<file path="src/rtl/night_rider_monitor.sv">
// night_rider_monitor: receive-side checker for a one-hot night-rider LED bus.
// Samples led_in on led_valid and decodes it to an index. It locks onto the
// bounce 0..N-1..0 and reports position, direction, endpoint bounces and errors.
// Optional build macro: NR_MON_REPEAT_TOL_EN, which tolerates up to MAX_REPEAT
// consecutive identical samples while tracking.

module night_rider_monitor #(
    parameter int N          = 8,
    parameter int CNT_W      = 16,
    parameter int MAX_REPEAT = 4
) (
    input  logic                 clk,
    input  logic                 rst,
    input  logic [N-1:0]         led_in,
    input  logic                 led_valid,
    output logic [$clog2(N)-1:0] pos,
    output logic                 dir,
    output logic                 locked,
    output logic                 err,
    output logic [1:0]           err_code,
    output logic [CNT_W-1:0]     sweep_cnt
);

    localparam int PW = $clog2(N);

    localparam logic [1:0] ERR_NONE   = 2'b00;
    localparam logic [1:0] ERR_ONEHOT = 2'b01;
    localparam logic [1:0] ERR_SEQ    = 2'b10;
    localparam logic [1:0] ERR_REPEAT = 2'b11;

    // An illegal configuration stops elaboration instead of producing silent misbehaviour.
    if (N < 3 || MAX_REPEAT < 1) begin : g_bad_params
        $error("night_rider_monitor: N must be >= 3 and MAX_REPEAT must be >= 1");
    end

    typedef enum logic {
        S_SEARCH = 1'b0,
        S_TRACK  = 1'b1
    } state_t;

    state_t            r_state, w_state_nx;
    logic [PW-1:0]     r_pos, w_pos_nx;
    logic              r_dir, w_dir_nx;
    logic              r_locked, w_locked_nx;
    logic              r_err, w_err_nx;
    logic [1:0]        r_code, w_code_nx;
    logic [CNT_W-1:0]  r_sweep, w_sweep_nx;

    logic              w_onehot;
    logic [PW-1:0]     w_idx;
    logic [PW-1:0]     w_exp;
    logic              w_hit;

`ifdef NR_MON_REPEAT_TOL_EN
    localparam int RW = $clog2(MAX_REPEAT + 1);
    logic [RW-1:0]     r_rpt, w_rpt_nx;
    logic              w_same;
`endif

    // Exactly one bit set: non-zero and clearing the lowest set bit leaves zero.
    assign w_onehot = (led_in != '0) && ((led_in & (led_in - N'(1))) == '0);

    // Priority-free decode: OR together the indices of every set bit; only
    // meaningful when w_onehot is true, which gates every use of w_idx.
    always_comb begin
        w_idx = '0;
        for (int i = 0; i < N; i++) begin
            if (led_in[i]) begin
                w_idx = w_idx | PW'(i);
            end
        end
    end

    // Next index the scanner must show. In TRACK, dir is always 1 at pos 0 and 0 at N-1,
    // so this never has to wrap.
    assign w_exp = r_dir ? (r_pos + PW'(1)) : (r_pos - PW'(1));
    assign w_hit = (w_idx == w_exp);

`ifdef NR_MON_REPEAT_TOL_EN
    assign w_same = (w_idx == r_pos);
`endif

    // Next-state and next-output decision for each valid sample.
    always_comb begin
        w_state_nx  = r_state;
        w_pos_nx    = r_pos;
        w_dir_nx    = r_dir;
        w_locked_nx = r_locked;
        w_err_nx    = 1'b0;
        w_code_nx   = r_code;
        w_sweep_nx  = r_sweep;
`ifdef NR_MON_REPEAT_TOL_EN
        w_rpt_nx    = r_rpt;
`endif
        if (led_valid) begin
            if (!w_onehot) begin
                w_err_nx    = 1'b1;
                w_code_nx   = ERR_ONEHOT;
                w_state_nx  = S_SEARCH;
                w_locked_nx = 1'b0;
`ifdef NR_MON_REPEAT_TOL_EN
                w_rpt_nx    = '0;
`endif
            end else begin
                unique case (r_state)
                    S_SEARCH: begin
                        // Only an endpoint identifies the direction, so only endpoints lock.
                        if (led_in[0]) begin
                            w_pos_nx    = '0;
                            w_dir_nx    = 1'b1;
                            w_locked_nx = 1'b1;
                            w_state_nx  = S_TRACK;
                        end else if (led_in[N-1]) begin
                            w_pos_nx    = PW'(N - 1);
                            w_dir_nx    = 1'b0;
                            w_locked_nx = 1'b1;
                            w_state_nx  = S_TRACK;
                        end
`ifdef NR_MON_REPEAT_TOL_EN
                        w_rpt_nx = '0;
`endif
                    end
                    S_TRACK: begin
                        if (w_hit) begin
                            w_pos_nx = w_idx;
                            if (w_idx == PW'(N - 1)) begin
                                w_dir_nx   = 1'b0;
                                w_sweep_nx = r_sweep + CNT_W'(1);
                            end else if (w_idx == '0) begin
                                w_dir_nx   = 1'b1;
                                w_sweep_nx = r_sweep + CNT_W'(1);
                            end
`ifdef NR_MON_REPEAT_TOL_EN
                            w_rpt_nx = '0;
                        end else if (w_same) begin
                            // A stalled scanner is tolerated for a bounded number of samples.
                            if (r_rpt == RW'(MAX_REPEAT)) begin
                                w_err_nx    = 1'b1;
                                w_code_nx   = ERR_REPEAT;
                                w_state_nx  = S_SEARCH;
                                w_locked_nx = 1'b0;
                                w_rpt_nx    = '0;
                            end else begin
                                w_rpt_nx = r_rpt + RW'(1);
                            end
`endif
                        end else begin
                            w_err_nx    = 1'b1;
                            w_code_nx   = ERR_SEQ;
                            w_state_nx  = S_SEARCH;
                            w_locked_nx = 1'b0;
`ifdef NR_MON_REPEAT_TOL_EN
                            w_rpt_nx    = '0;
`endif
                        end
                    end
                    default: begin
                        w_state_nx  = S_SEARCH;
                        w_locked_nx = 1'b0;
                    end
                endcase
            end
        end
    end

    // State and output registers; reset takes effect immediately, without a clock edge.
    always_ff @(posedge clk or posedge rst) begin
        if (rst) begin
            r_state  <= S_SEARCH;
            r_pos    <= '0;
            r_dir    <= 1'b1;
            r_locked <= 1'b0;
            r_err    <= 1'b0;
            r_code   <= ERR_NONE;
            r_sweep  <= '0;
`ifdef NR_MON_REPEAT_TOL_EN
            r_rpt    <= '0;
`endif
        end else begin
            r_state  <= w_state_nx;
            r_pos    <= w_pos_nx;
            r_dir    <= w_dir_nx;
            r_locked <= w_locked_nx;
            r_err    <= w_err_nx;
            r_code   <= w_code_nx;
            r_sweep  <= w_sweep_nx;
`ifdef NR_MON_REPEAT_TOL_EN
            r_rpt    <= w_rpt_nx;
`endif
        end
    end

    assign pos       = r_pos;
    assign dir       = r_dir;
    assign locked    = r_locked;
    assign err       = r_err;
    assign err_code  = r_code;
    assign sweep_cnt = r_sweep;

endmodule

</file>
<file path="config.mk">
export PLATFORM = sky130hd
export DESIGN_NAME = night_rider_monitor
export DESIGN_NICKNAME = d
export VERILOG_FILES = /design/src/rtl/night_rider_monitor.sv
export SDC_FILE = /design/constraint.sdc
export NUM_CORES = 1
export LEC_CHECK = 0
export ABC_AREA = 1
export BUFFER_PORTS_ARGS = -buffer_cell sky130_fd_sc_hd__buf_2
export CORE_ASPECT_RATIO = 0.7
export CORE_MARGIN = 1
export CORE_UTILIZATION = 45
export CTS_CLUSTER_DIAMETER = 60
export CTS_CLUSTER_SIZE = 8
export DETAILED_ROUTE_END_ITERATION = 12
export PLACE_DENSITY = 0.74
export SYNTH_ARGS = -nofsm -noshare
export SYNTH_HDL_FRONTEND = slang
export SYNTH_SLANG_ARGS = --single-unit
</file>
<file path="constraint.sdc">
create_clock -name clk -period 1.75 [get_ports clk]
set_input_delay 0.175 -clock clk [delete_from_list [all_inputs] [get_ports clk]]
set_output_delay 0.175 -clock clk [all_outputs]
set_load 0.01 [all_outputs]
</file>
After elaboration in Yosys (flattened, before gate mapping)
Index checks and enable logic that the tools add are counted.
Storage, ports and cells
  flip-flop bits (word level): 25
  input bits: 11
  output and inout bits: 24
Operators by class
  $add $sub $neg: 4
  eq/ne operators: 9
  muxes and demuxes: 37
  bitwise operators: 2
  reductions and logical operators: 10
Operator list (count)
  two-way mux 16 bit: 2
  two-way mux 3 bit: 8
  two-way mux 1 bit: 18
  adder 16 x 1 -> 16 bit, second input constant: 1
  two-way mux 2 bit: 5
  AND reduction 5 bit: 2
  bitwise AND 8 bit: 1
  logical NOT 8 bit: 1
  nonzero test 8 bit: 1
  subtractor 8 x 1 -> 8 bit, second input constant: 1
  != test 3 bit, second input constant: 2
  case mux 1 bit (2 select lines): 3
  case mux 3 bit (2 select lines): 1
  AND reduction 3 bit: 2
  != test 2 bit, second input constant: 2
  != test 4 bit, second input constant: 1
  AND reduction 4 bit: 1
  adder 3 x 1 -> 3 bit, second input constant: 1
  equality test 3 bit: 1
  equality test 3 bit, second input constant: 1
  logical NOT 3 bit: 1
  != test 3 x 1 -> 1 bit, second input constant: 1
  subtractor 3 x 1 -> 3 bit, second input constant: 1
  != test 2 x 1 -> 1 bit, second input constant: 1
  other kinds (3): 3

Longest topological paths before layout
Gate-level depths: netlist (run 1).
  word-level depth: 12
  mapped depth: 15
  mapped depth without buffers: 15

Least setup slack after synthesis (run 1)
OpenSTA, ideal clock, no wires.
  path kind: register to register
  from: register r_pos[0], in the netlist pos[0]
  to: register r_sweep[8], in the netlist sweep_cnt[8]
  library setup time: 0.117 ns
  arrival: 1.845 ns
  required time: 1.633 ns
  setup slack: -0.212 ns
  cell stages (with the launch flop): 12
  clock period less this slack: 1.962 ns
  path through: dfrtp_1 inv_1 fa_1 nand3b_1 nand2_1 nor2_2 nand2_1 inv_4 nand4_4 buf_6 nand2_1 nand2_1
On the way
  longest elaborated chain between the ends: 4
  elaborated cells between the ends (all ways): 5
  those cells by class: add/sub: 2; eq/ne: 1; mux: 1; reduce/logical: 1
RTL lines
  from (decl): RTL line 42  | logic [PW-1:0] r_pos, w_pos_nx;
  from (signal assigned): RTL line 181  | r_pos <= w_pos_nx;
  subtractor 3 x 1 -> 3 bit or adder 3 x 1 -> 3 bit (tied branches): RTL line 76  | assign w_exp = r_dir ? (r_pos + PW'(1)) : (r_pos - PW'(1));
  two-way mux 3 bit (*): RTL line 76
  equality test 3 bit (*): RTL line 77  | assign w_hit = (w_idx == w_exp);
  AND reduction 5 bit (no line) (*)
  to (signal assigned): RTL line 186  | r_sweep <= w_sweep_nx;
  to (decl): RTL line 47  | logic [CNT_W-1:0] r_sweep, w_sweep_nx;
Every way passes the cells marked *; elsewhere a longest branch is shown, timed or not.
A chain may end at the register's enable or synchronous reset.

Worst setup path after layout (run 1)
  from: register r_dir, in the netlist dir
  to: register r_sweep[14], in the netlist sweep_cnt[14]
On the way
  longest elaborated chain between the ends: 3
RTL lines
  from (decl): RTL line 43  | logic r_dir, w_dir_nx;
  from (signal assigned): RTL line 182  | r_dir <= w_dir_nx;
  two-way mux 3 bit: RTL line 76
  equality test 3 bit: RTL line 77
  AND reduction 5 bit (no line)
Every way passes these cells.

==> impl_metrics.yaml, run 1 <==
clocking:
  numCtsBuffers: 3
  clock_latency_ps: 280
  clockRootBuffer: "clkbuf_8"
  tritoncts: "built"
  clk_path_buf_depth: 2
  cts_num_sinks: 25
  htreeDepth: 1
  clk_pin_slew_ps: 90
timing:
  setup_viol: 24
  finalCritPeriodShare_pct: 106
  hold_viol_final: 0
  max_freq_mhz: 539
  setup_tns_ps: -1640
  hold_slack_ps: 114
  rsz0062_at_grt: "yes"
  skew_ps: 9.08
  worst_slack_ps: -106
  max_slew_margin_pct: 76.4
  finalMaxSlewViolations: 0
  tightestPinTransition_ps: 352
  fin_crit_ps: 1860
cells_and_area:
  area_delta_synth_final_pct: 25.9
  diodes: 0
  multi_input_area_sq_mm: 0.00108
  fillers: 339
  nNetsFinal: 299
  drive_gt1_share_pct: 33.0
  final-seq-area_sq_um: 627
worst_setup_path:
  slowest_stage: "fa_1"
  critPathKind: "reg2reg"
  cp_num_buf_inv: 1
  r2r_slack_ps: -110
  crit_required_ps: 1920
  r2r_end: "sweep_cnt[14]"
  crit_top_cell: "nand2_1"
  crit_cells: 9
  max_stage_delay_ps: 550
  crit-reg2reg-launch: "dir"
  worstPathArrival_ps: 2020
  reg2reg_depth: 9
  cp-start-kind: "flip-flop"
  cp-end-kind: "flip-flop"
  crit_family: "simple AND/OR/NAND/NOR gates"
  path_max_fanout: 8
  path_cells: "fa_1 -> nand3b_1 -> nand2_1 -> nor2_2 -> nand2_2 -> inv_4 -> nand4_4 -> nand2_1 -> nand2_1"
  crit_path_start: "dir"
floorplanning:
  core_sq_mm: 0.00363
  dieArea_sq_mm: 0.00414
  die_w_um: 76.5
  num_rows: 18
  die_h_um: 54.2
  start_util_pct: 48.2
  io_pins: 35
worst_hold_path:
  hp-start: "led_valid"
  hold_end: "r_state"
  min-delay-path-class: "in2reg"
  worstHoldPathCells: 2
yosys:
  synthesis.nets: 248
  ys_ff_latch: 25
  synthesis.area_sq_mm: 0.00175
  synth.distinct_cells: 29
  synth.avg_cell_area_sq_um: 7.44
  seq_area_frac_synth_pct: 35.8
  synth_warnings: 0
  synthesis.instances: 235
pwr:
  leakage_nw: 1.20
  vdd.ir_drop.worst_mv: 0.441
  powerDensity_mw_per_mm2: 640
  fin_total_pwr_mw: 1.41
routing:
  vias: 1744
  ant_nets: 0
  wl_per_cell_um: 12.4
  drc: 0
  first_pass_iters: 4
  via_per_inst: 5.21
  finalWirelength_um: 4150
  drtIter0Drc: 133
placement:
  portBuffers: 34
  gp_congestion: 0.867
  dp_slack_ps: -182
  dp_hpwl_um: 3040
run_status:
  violations: "setup timing"
  status: "finished, violations left"
global_routing:
  gr-total-overflow: 0
  grt_max_degree: 15
  grt_use_total_pct: 21.5
  grt_pass1_wl_um: 6950
  first_global_vias: 1531
  antenna_found_initial: 0
run:
  cap_violations: 0
-- kinds of logic after synthesis --
family	share of synthesized area, %
simple gates	44.1
fa+ha+maj	1.86
compound gates	4.86
flops	35.8
xor+xnor	6.51
buf+inv	6.80
-- sequential cells by signal (all words and copies together), names as in the netlist --
name / count
locked: 1
dir: 1
sweep_cnt: 16
pos: 3
r_state: 1
err: 1
err_code: 2
-- power breakdown --
part	switching [mW]	total (mW)	internal [mW]
combinational	0.270	0.443	0.173
sequential	0.0125	0.610	0.597
clock	0.197	0.357	0.160
-- worst reg2reg max path, cell delays in order, from the launching register on --
cell	delay, ps
dfstp_2	380
fa_1	550
nand3b_1	110
nand2_1	60
nor2_2	110
nand2_2	90
inv_4	100
nand4_4	170
nand2_1	130
nand2_1	50
-- cells in the mapped netlist --
master	n	share of area, %
o21ai_1	4	1.1
a21boi_0	3	1.3
nand3b_1	1	0.43
fa_1	1	1.1
buf_6	2	1.3
dfrtp_1	24	34
nand3_1	13	3.7
nor3_1	1	0.29
nand3_4	1	1.0
dfstp_2	1	1.5
o21ai_0	5	1.4
inv_2	1	0.21
xnor2_1	8	4.0
ha_1	1	0.72
nor3_4	1	0.93
nand2_1	87	19
inv_4	1	0.36
o21ai_2	2	1.0
inv_1	19	4.1
xor2_1	5	2.5
nand4_4	1	1.2
nor3_2	1	0.57
nand2_2	5	1.8
nor2_1	15	3.2
buf_2	3	0.86
nand4_1	20	7.2
nor2_2	4	1.4
nor2_4	4	2.6
nor2_8	1	1.1
-- timing repair --
action                                  CTS  global route
endpoints found under the setup margin   23            25
resized for setup                         3            15
setup buffers                             0             2
gates cloned                              1             0
hold buffers                              1             0
hold endpoints to repair                  7             0
pin swaps                                 1            11
-- per-stage QoR --
step / cells / cell area [sq um] / util (%)
floorplan: 235 / 1760 / -
global placement: 327 / 2060 / 56.9
detailed placement: 327 / 2060 / 56.9
CTS: 333 / 2150 / 59.3
global route: 335 / 2200 / 60.7
finish: 335 / 2200 / 60.7
-- layout make-up --
type                            count  share of cell area (%)
Clock inverter                      1                   0.227
Sequential cell                    25                    28.5
Tap cell                           50                    2.84
Inverter                           21                    3.69
Clock buffer                        3                    1.88
Timing Repair Buffer               50                    14.0
Multi-Input combinational cell    185                    48.9
-- worst max-delay path by stage --
stage                    end  slack (ps)
4_1_cts        sweep_cnt[15]        -110
3_5_place_dp   sweep_cnt[14]        -180
6_report       sweep_cnt[14]        -110
3_3_place_gp    sweep_cnt[2]        -130
2_1_floorplan   sweep_cnt[8]        -160
5_1_grt        sweep_cnt[14]        -230
-- routing by layer --
layer / track usage (%) / up-vias / routed length (um)
met5: 0 / - / 0
met4: 4.49 / 0 / 37
met3: 4.75 / 7 / 278
met2: 33.9 / 63 / 1840
met1: 30.5 / 799 / 1990
li1: - / 875 / -
-- layout by cell type, fill, tap and decap left out, types with 3 or more instances in the layout --
| master | n |
|---|---|
| nand2_1 | 76 |
| nor2_4 | 4 |
| nor2_2 | 4 |
| buf_2 | 34 |
| o21ai_0 | 3 |
| clkbuf_8 | 3 |
| o21ai_2 | 3 |
| inv_1 | 16 |
| inv_2 | 4 |
| o21ai_1 | 5 |
| xnor2_1 | 8 |
| buf_4 | 13 |
| nand3_1 | 11 |
| a21boi_0 | 3 |
| nand4_1 | 20 |
| xor2_1 | 5 |
| nor2_1 | 15 |
| dfrtp_1 | 24 |
| nand2_2 | 14 |
Note: power is estimated with default switching activity, not from simulation.
==> inputs of run 2 (changes only) <==
--- a/config.mk
+++ b/config.mk
@@ -13,7 +13,7 @@
 export CTS_CLUSTER_DIAMETER = 60
 export CTS_CLUSTER_SIZE = 8
 export DETAILED_ROUTE_END_ITERATION = 12
-export PLACE_DENSITY = 0.74
+export PLACE_DENSITY = 0.71
 export SYNTH_ARGS = -nofsm -noshare
 export SYNTH_HDL_FRONTEND = slang
 export SYNTH_SLANG_ARGS = --single-unit
==> constraint.sdc (replaced) <==
create_clock -name clk -period 2.4 [get_ports clk]
set_input_delay 0.24 -clock clk [delete_from_list [all_inputs] [get_ports clk]]
set_output_delay 0.24 -clock clk [all_outputs]
set_load 0.01 [all_outputs]
==> run 2 against run 1 <==
Net effect:
- the run now ends clean
- sequential power down 27%
- flip-flop and latch count unchanged
- design area down 8.9%
- clock power down 31%
- count of clock-buffer cells in the layout unchanged
- final cell count down 4.5%
- setup slack better by 460 ps
- critical path depth up 1
- total power down 34%
- die area unchanged
- non-clock buffer count down 14
- largest cell class unchanged
==> impl_metrics.yaml, run 2 (same netlist as run 1, synthesis figures left out) <==
floorplanning:
  start_util_pct: 48.2
  die_h_um: 54.2
  core_sq_mm: 0.00363
  die_w_um: 76.5
  io_pins: 35
  num_rows: 18
  dieArea_sq_mm: 0.00414
worst_setup_path:
  cp-endpoint: "sweep_cnt[8]"
  reg2reg_depth: 10
  crit_path_start: "pos[0]"
  cp-end-kind: "flip-flop"
  critPathKind: "reg2reg"
  r2r_slack_ps: 360
  r2r_end: "sweep_cnt[8]"
  worstPathArrival_ps: 2200
  crit-reg2reg-launch: "pos[0]"
  path_max_fanout: 16
  cp-start-kind: "flip-flop"
  crit_required_ps: 2560
global_routing:
  grt_use_total_pct: 19.7
  grt_pass1_wl_um: 6480
  gr-total-overflow: 0
  grt_max_degree: 26
  antenna_found_initial: 0
  first_global_vias: 1425
pwr:
  comb_power_share_pct: 25.6
  power.switching_mw: 0.306
  vdd.ir_drop.worst_mv: 0.221
  clkPwrFrac_pct: 26.4
  pwr-share-seq_pct: 47.9
  leakage_nw: 1.11
  switching_share_pct: 32.8
  p_int_mw: 0.628
  powerDensity_mw_per_mm2: 466
cells_and_area:
  largest_reg_flops: 16
  drive_gt1_share_pct: 23.3
  layoutNonFillerInstCount: 320
  nNetsFinal: 284
  area_delta_synth_final_pct: 14.7
  final_cell_mix: "nand2_1, buf_2, dfrtp_1, nand4_1, inv_1"
  layout_commonest_cell: "nand2_1"
  diodes: 0
timing:
  rsz0062_at_grt: "no"
  setup_tns_ps: 0
  setup_viol: 0
  hold_viol_final: 0
  fin_crit_ps: 2040
  tightestPinTransition_ps: 573
  finalCritPeriodShare_pct: 85.1
  finalMaxSlewViolations: 0
  skew_ps: 2.30
  max_freq_mhz: 490
  max_slew_margin_pct: 61.7
placement:
  dp_hpwl_um: 2750
  placed_cells: 316
  portBuffers: 34
  gp_congestion: 0.792
clocking:
  postCtsSetupBuffers: 0
  hold_buffers: 0
  clk_pin_slew_ps: 80
  clock_latency_ps: 270
  post_cts_resized: 0
  clockRootBuffer: "clkbuf_8"
  numCtsBuffers: 3
  htreeDepth: 1
  tritoncts: "built"
  cts_num_sinks: 25
  clk_path_buf_depth: 2
routing:
  wl_per_cell_um: 11.6
  vias: 1635
  via_per_inst: 5.11
  finalWirelength_um: 3720
  ant_nets: 0
  first_pass_iters: 4
  drtIter0Drc: 57
  drc: 0
run_status:
  status: "completed"
run:
  cap_violations: 0
worst_hold_path:
  min-delay-path-class: "in2async"
[run 2: worst min path at each step]
stage | from | endpoint | slack [ps] | cells after the start
after global routing | rst | sweep_cnt[1] | 50 | 3
after detailed placement | rst | sweep_cnt[3] | 310 | 3
after floorplan | rst | err | 270 | 1
after CTS | rst | sweep_cnt[3] | 20 | 3
final | rst | sweep_cnt[1] | 10 | 3
after global placement | rst | sweep_cnt[3] | 310 | 3
[run 2: per-stage QoR]
step	total power [mW]	hold slack [ps]	setup WS, ps	utilization (%)	instance area, sq um
after detailed placement	0.694	313	394	54.0	1960
after CTS	0.943	22.3	380	55.3	2010
after global routing	0.989	53.4	179	55.3	2010
final	0.934	11.3	358	55.3	2010
after floorplan	0.623	267	438	-	1750
after global placement	0.689	305	451	54.0	1960
[run 2: area by class of cell]
type | count | area, sq um
inverters | 21 | 81.3
clock inverters | 1 | 5.00
clock buffers | 3 | 41.3
fillers | 366 | 1620
multi-input cells | 184 | 1000
repair buffers | 36 | 185
well taps | 50 | 62.6
flip-flops and latches | 25 | 627
[run 2: power groups by stage]
stage | Clock (mW) | Sequential, mW | Combinational [mW]
floorplan | 0 | 0.461 | 0.162
global placement | 0 | 0.456 | 0.234
detailed placement | 0 | 0.457 | 0.237
CTS | 0.257 | 0.448 | 0.238
global route | 0.272 | 0.450 | 0.267
finish | 0.247 | 0.448 | 0.239
[run 2: routing by layer]
layer | global-route usage, % | vias to the layer above | routed length (um)
met4 | 3.53 | 0 | 12
met5 | 0 | - | 0
met3 | 3.90 | 2 | 182
met1 | 28.6 | 763 | 2000
met2 | 30.9 | 36 | 1520
li1 | - | 834 | -
[run 2: critical path: stages, from the launching register on]
cell      delay [ps]
dfrtp_1          390
inv_1             90
fa_1             550
nand3b_1         110
nand2_1           70
nor2_2            90
nand2_1          110
inv_4             80
nand4_4          240
nand2_1          150
nand2_1           60
==> inputs of run 3 (changes only) <==
--- a/config.mk
+++ b/config.mk
@@ -7,7 +7,6 @@
 export LEC_CHECK = 0
 export ABC_AREA = 1
 export BUFFER_PORTS_ARGS = -buffer_cell sky130_fd_sc_hd__buf_2
-export CORE_ASPECT_RATIO = 0.7
 export CORE_MARGIN = 1
 export CORE_UTILIZATION = 45
 export CTS_CLUSTER_DIAMETER = 60
==> run 3 against run 2 <==
Net effect:
- combinational power down 5%
- highest routed layer unchanged
- global-route usage about the same
- count of clock-buffer cells in the layout unchanged
- non-clock buffer count down 1
- design area down 0.37%
- largest power group unchanged
- critical endpoint is now sweep_cnt[9]
- flip-flop and latch count unchanged
- clock power up 2%
- sequential share of layout area up 0.12 points
- worst hold slack worse by 8.7 ps
- setup slack worse by 130 ps
==> impl_metrics.yaml, run 3 (same netlist as run 1, synthesis figures left out) <==
routing:
  ant_nets: 0
  finalWirelength_um: 3670
  drtIter0Drc: 99
  vias: 1593
  drc: 0
  wl_per_cell_um: 11.6
  first_pass_iters: 4
  via_per_inst: 5.03
timing:
  setup_viol: 0
  tightestPinTransition_ps: 528
  finalCritPeriodShare_pct: 90.4
  max_freq_mhz: 461
  finalMaxSlewViolations: 0
  hold_viol_final: 0
  max_slew_margin_pct: 64.7
  skew_ps: 8.28
  setup_tns_ps: 0
  fin_crit_ps: 2170
  rsz0062_at_grt: "no"
floorplanning:
  num_rows: 22
  dieArea_sq_mm: 0.00414
  io_pins: 35
  die_h_um: 64.3
  die_w_um: 64.3
  core_sq_mm: 0.00369
  start_util_pct: 47.4
global_routing:
  antenna_found_initial: 0
  first_global_vias: 1459
  grt_max_degree: 26
  gr-total-overflow: 0
  grt_pass1_wl_um: 6490
  grt_use_total_pct: 19.7
placement:
  gp_congestion: 0.836
  portBuffers: 34
  place_area_sq_mm: 0.00195
  dp_hpwl_um: 2780
clocking:
  htreeDepth: 1
  numCtsBuffers: 3
  tritoncts: "built"
  clockRootBuffer: "clkbuf_8"
  hold_buffers: 0
  cts_num_sinks: 25
  postCtsSetupBuffers: 0
  post_cts_resized: 0
  clk_path_buf_depth: 2
  clk_pin_slew_ps: 90
  clock_latency_ps: 270
pwr:
  vdd.ir_drop.worst_mv: 0.367
  pwr-share-seq_pct: 48.5
  fin_total_pwr_mw: 0.926
  leakage_nw: 1.10
  comb_power_share_pct: 24.4
  switching_share_pct: 33.1
  clkPwrFrac_pct: 27.1
  powerDensity_mw_per_mm2: 463
  p_int_mw: 0.620
  power.switching_mw: 0.306
worst_setup_path:
  cp-end-kind: "flip-flop"
  worstPathArrival_ps: 2330
  r2r_slack_ps: 230
  critPathKind: "reg2reg"
  path_cells: "inv_1 -> fa_1 -> nand3b_1 -> nand2_1 -> nor2_2 -> nand2_1 -> inv_4 -> nand4_4 -> nand2_1 -> nand2_1"
  path_max_fanout: 17
  reg2reg_depth: 10
  r2r_end: "sweep_cnt[9]"
  slowest_stage: "fa_1"
  crit-reg2reg-launch: "pos[0]"
  max_stage_delay_ps: 550
  cp-start-kind: "flip-flop"
  crit_required_ps: 2560
  crit_top_cell: "nand2_1"
cells_and_area:
  diodes: 0
  nNetsFinal: 283
  largest_reg_flops: 16
  area_delta_synth_final_pct: 14.2
  layout_commonest_cell: "nand2_1"
  final_cell_mix: "nand2_1, buf_2, dfrtp_1, nand4_1, inv_1"
  stdcell_area_sq_mm: 0.00200
  drive_gt1_share_pct: 23.0
run_status:
  status: "completed"
worst_hold_path:
  min-delay-path-class: "in2async"
run:
  cap_violations: 0
-- run 3: critical path, delay by kind of cell (launching register included) --
kind | cells | cell delay, ps
DFF | 1 | 390
and+or+nand+nor | 7 | 820
buffers and inverters | 2 | 280
adders and majority gates | 1 | 550
-- run 3: power by group through the flow --
stage                     clock network (mW)  registers [mW]  logic [mW]
after floorplan                            0           0.461       0.162
after global placement                     0           0.457       0.220
after detailed placement                   0           0.457       0.225
after CTS                              0.270           0.449       0.225
after global routing                   0.278           0.450       0.252
final                                  0.251           0.449       0.226
-- run 3: final cells by class --
class | instances | area, sq um
Multi-Input combinational cell | 184 | 1000
Timing Repair Buffer | 35 | 178
Sequential cell | 25 | 627
Clock buffer | 3 | 41.3
Inverter | 21 | 81.3
Clock inverter | 1 | 7.51
Fill cell | 383 | 1690
Tap cell | 48 | 60.1
-- run 3: stage by stage --
stage,hold WS (ps),utilization (%),std cells,setup slack (ps)
2_1_floorplan,267,-,235,438
5_1_grt,30.9,54.2,317,60.2
6_report,2.61,54.2,317,231
4_1_cts,7.61,54.2,317,232
3_3_place_gp,306,52.8,313,311
3_5_place_dp,311,52.8,313,248
-- run 3: routing by layer --
metal / share of wire (%) / vias up / GRT usage [%]
met5: 0 / - / 0
met4: 0.68 / 0 / 4.17
met3: 3.1 / 2 / 3.21
met2: 47 / 27 / 33.4
met1: 49 / 734 / 26.3
li1: - / 830 / -
-- run 3: worst max-delay path by stage --
stage                     depth (start not counted)            end   start
after global placement                            9   sweep_cnt[0]     dir
after global routing                             10  sweep_cnt[14]  pos[0]
final                                            10   sweep_cnt[9]  pos[0]
after floorplan                                  11   sweep_cnt[8]  pos[0]
after CTS                                        10   sweep_cnt[9]  pos[0]
after detailed placement                         10   sweep_cnt[9]  pos[0]
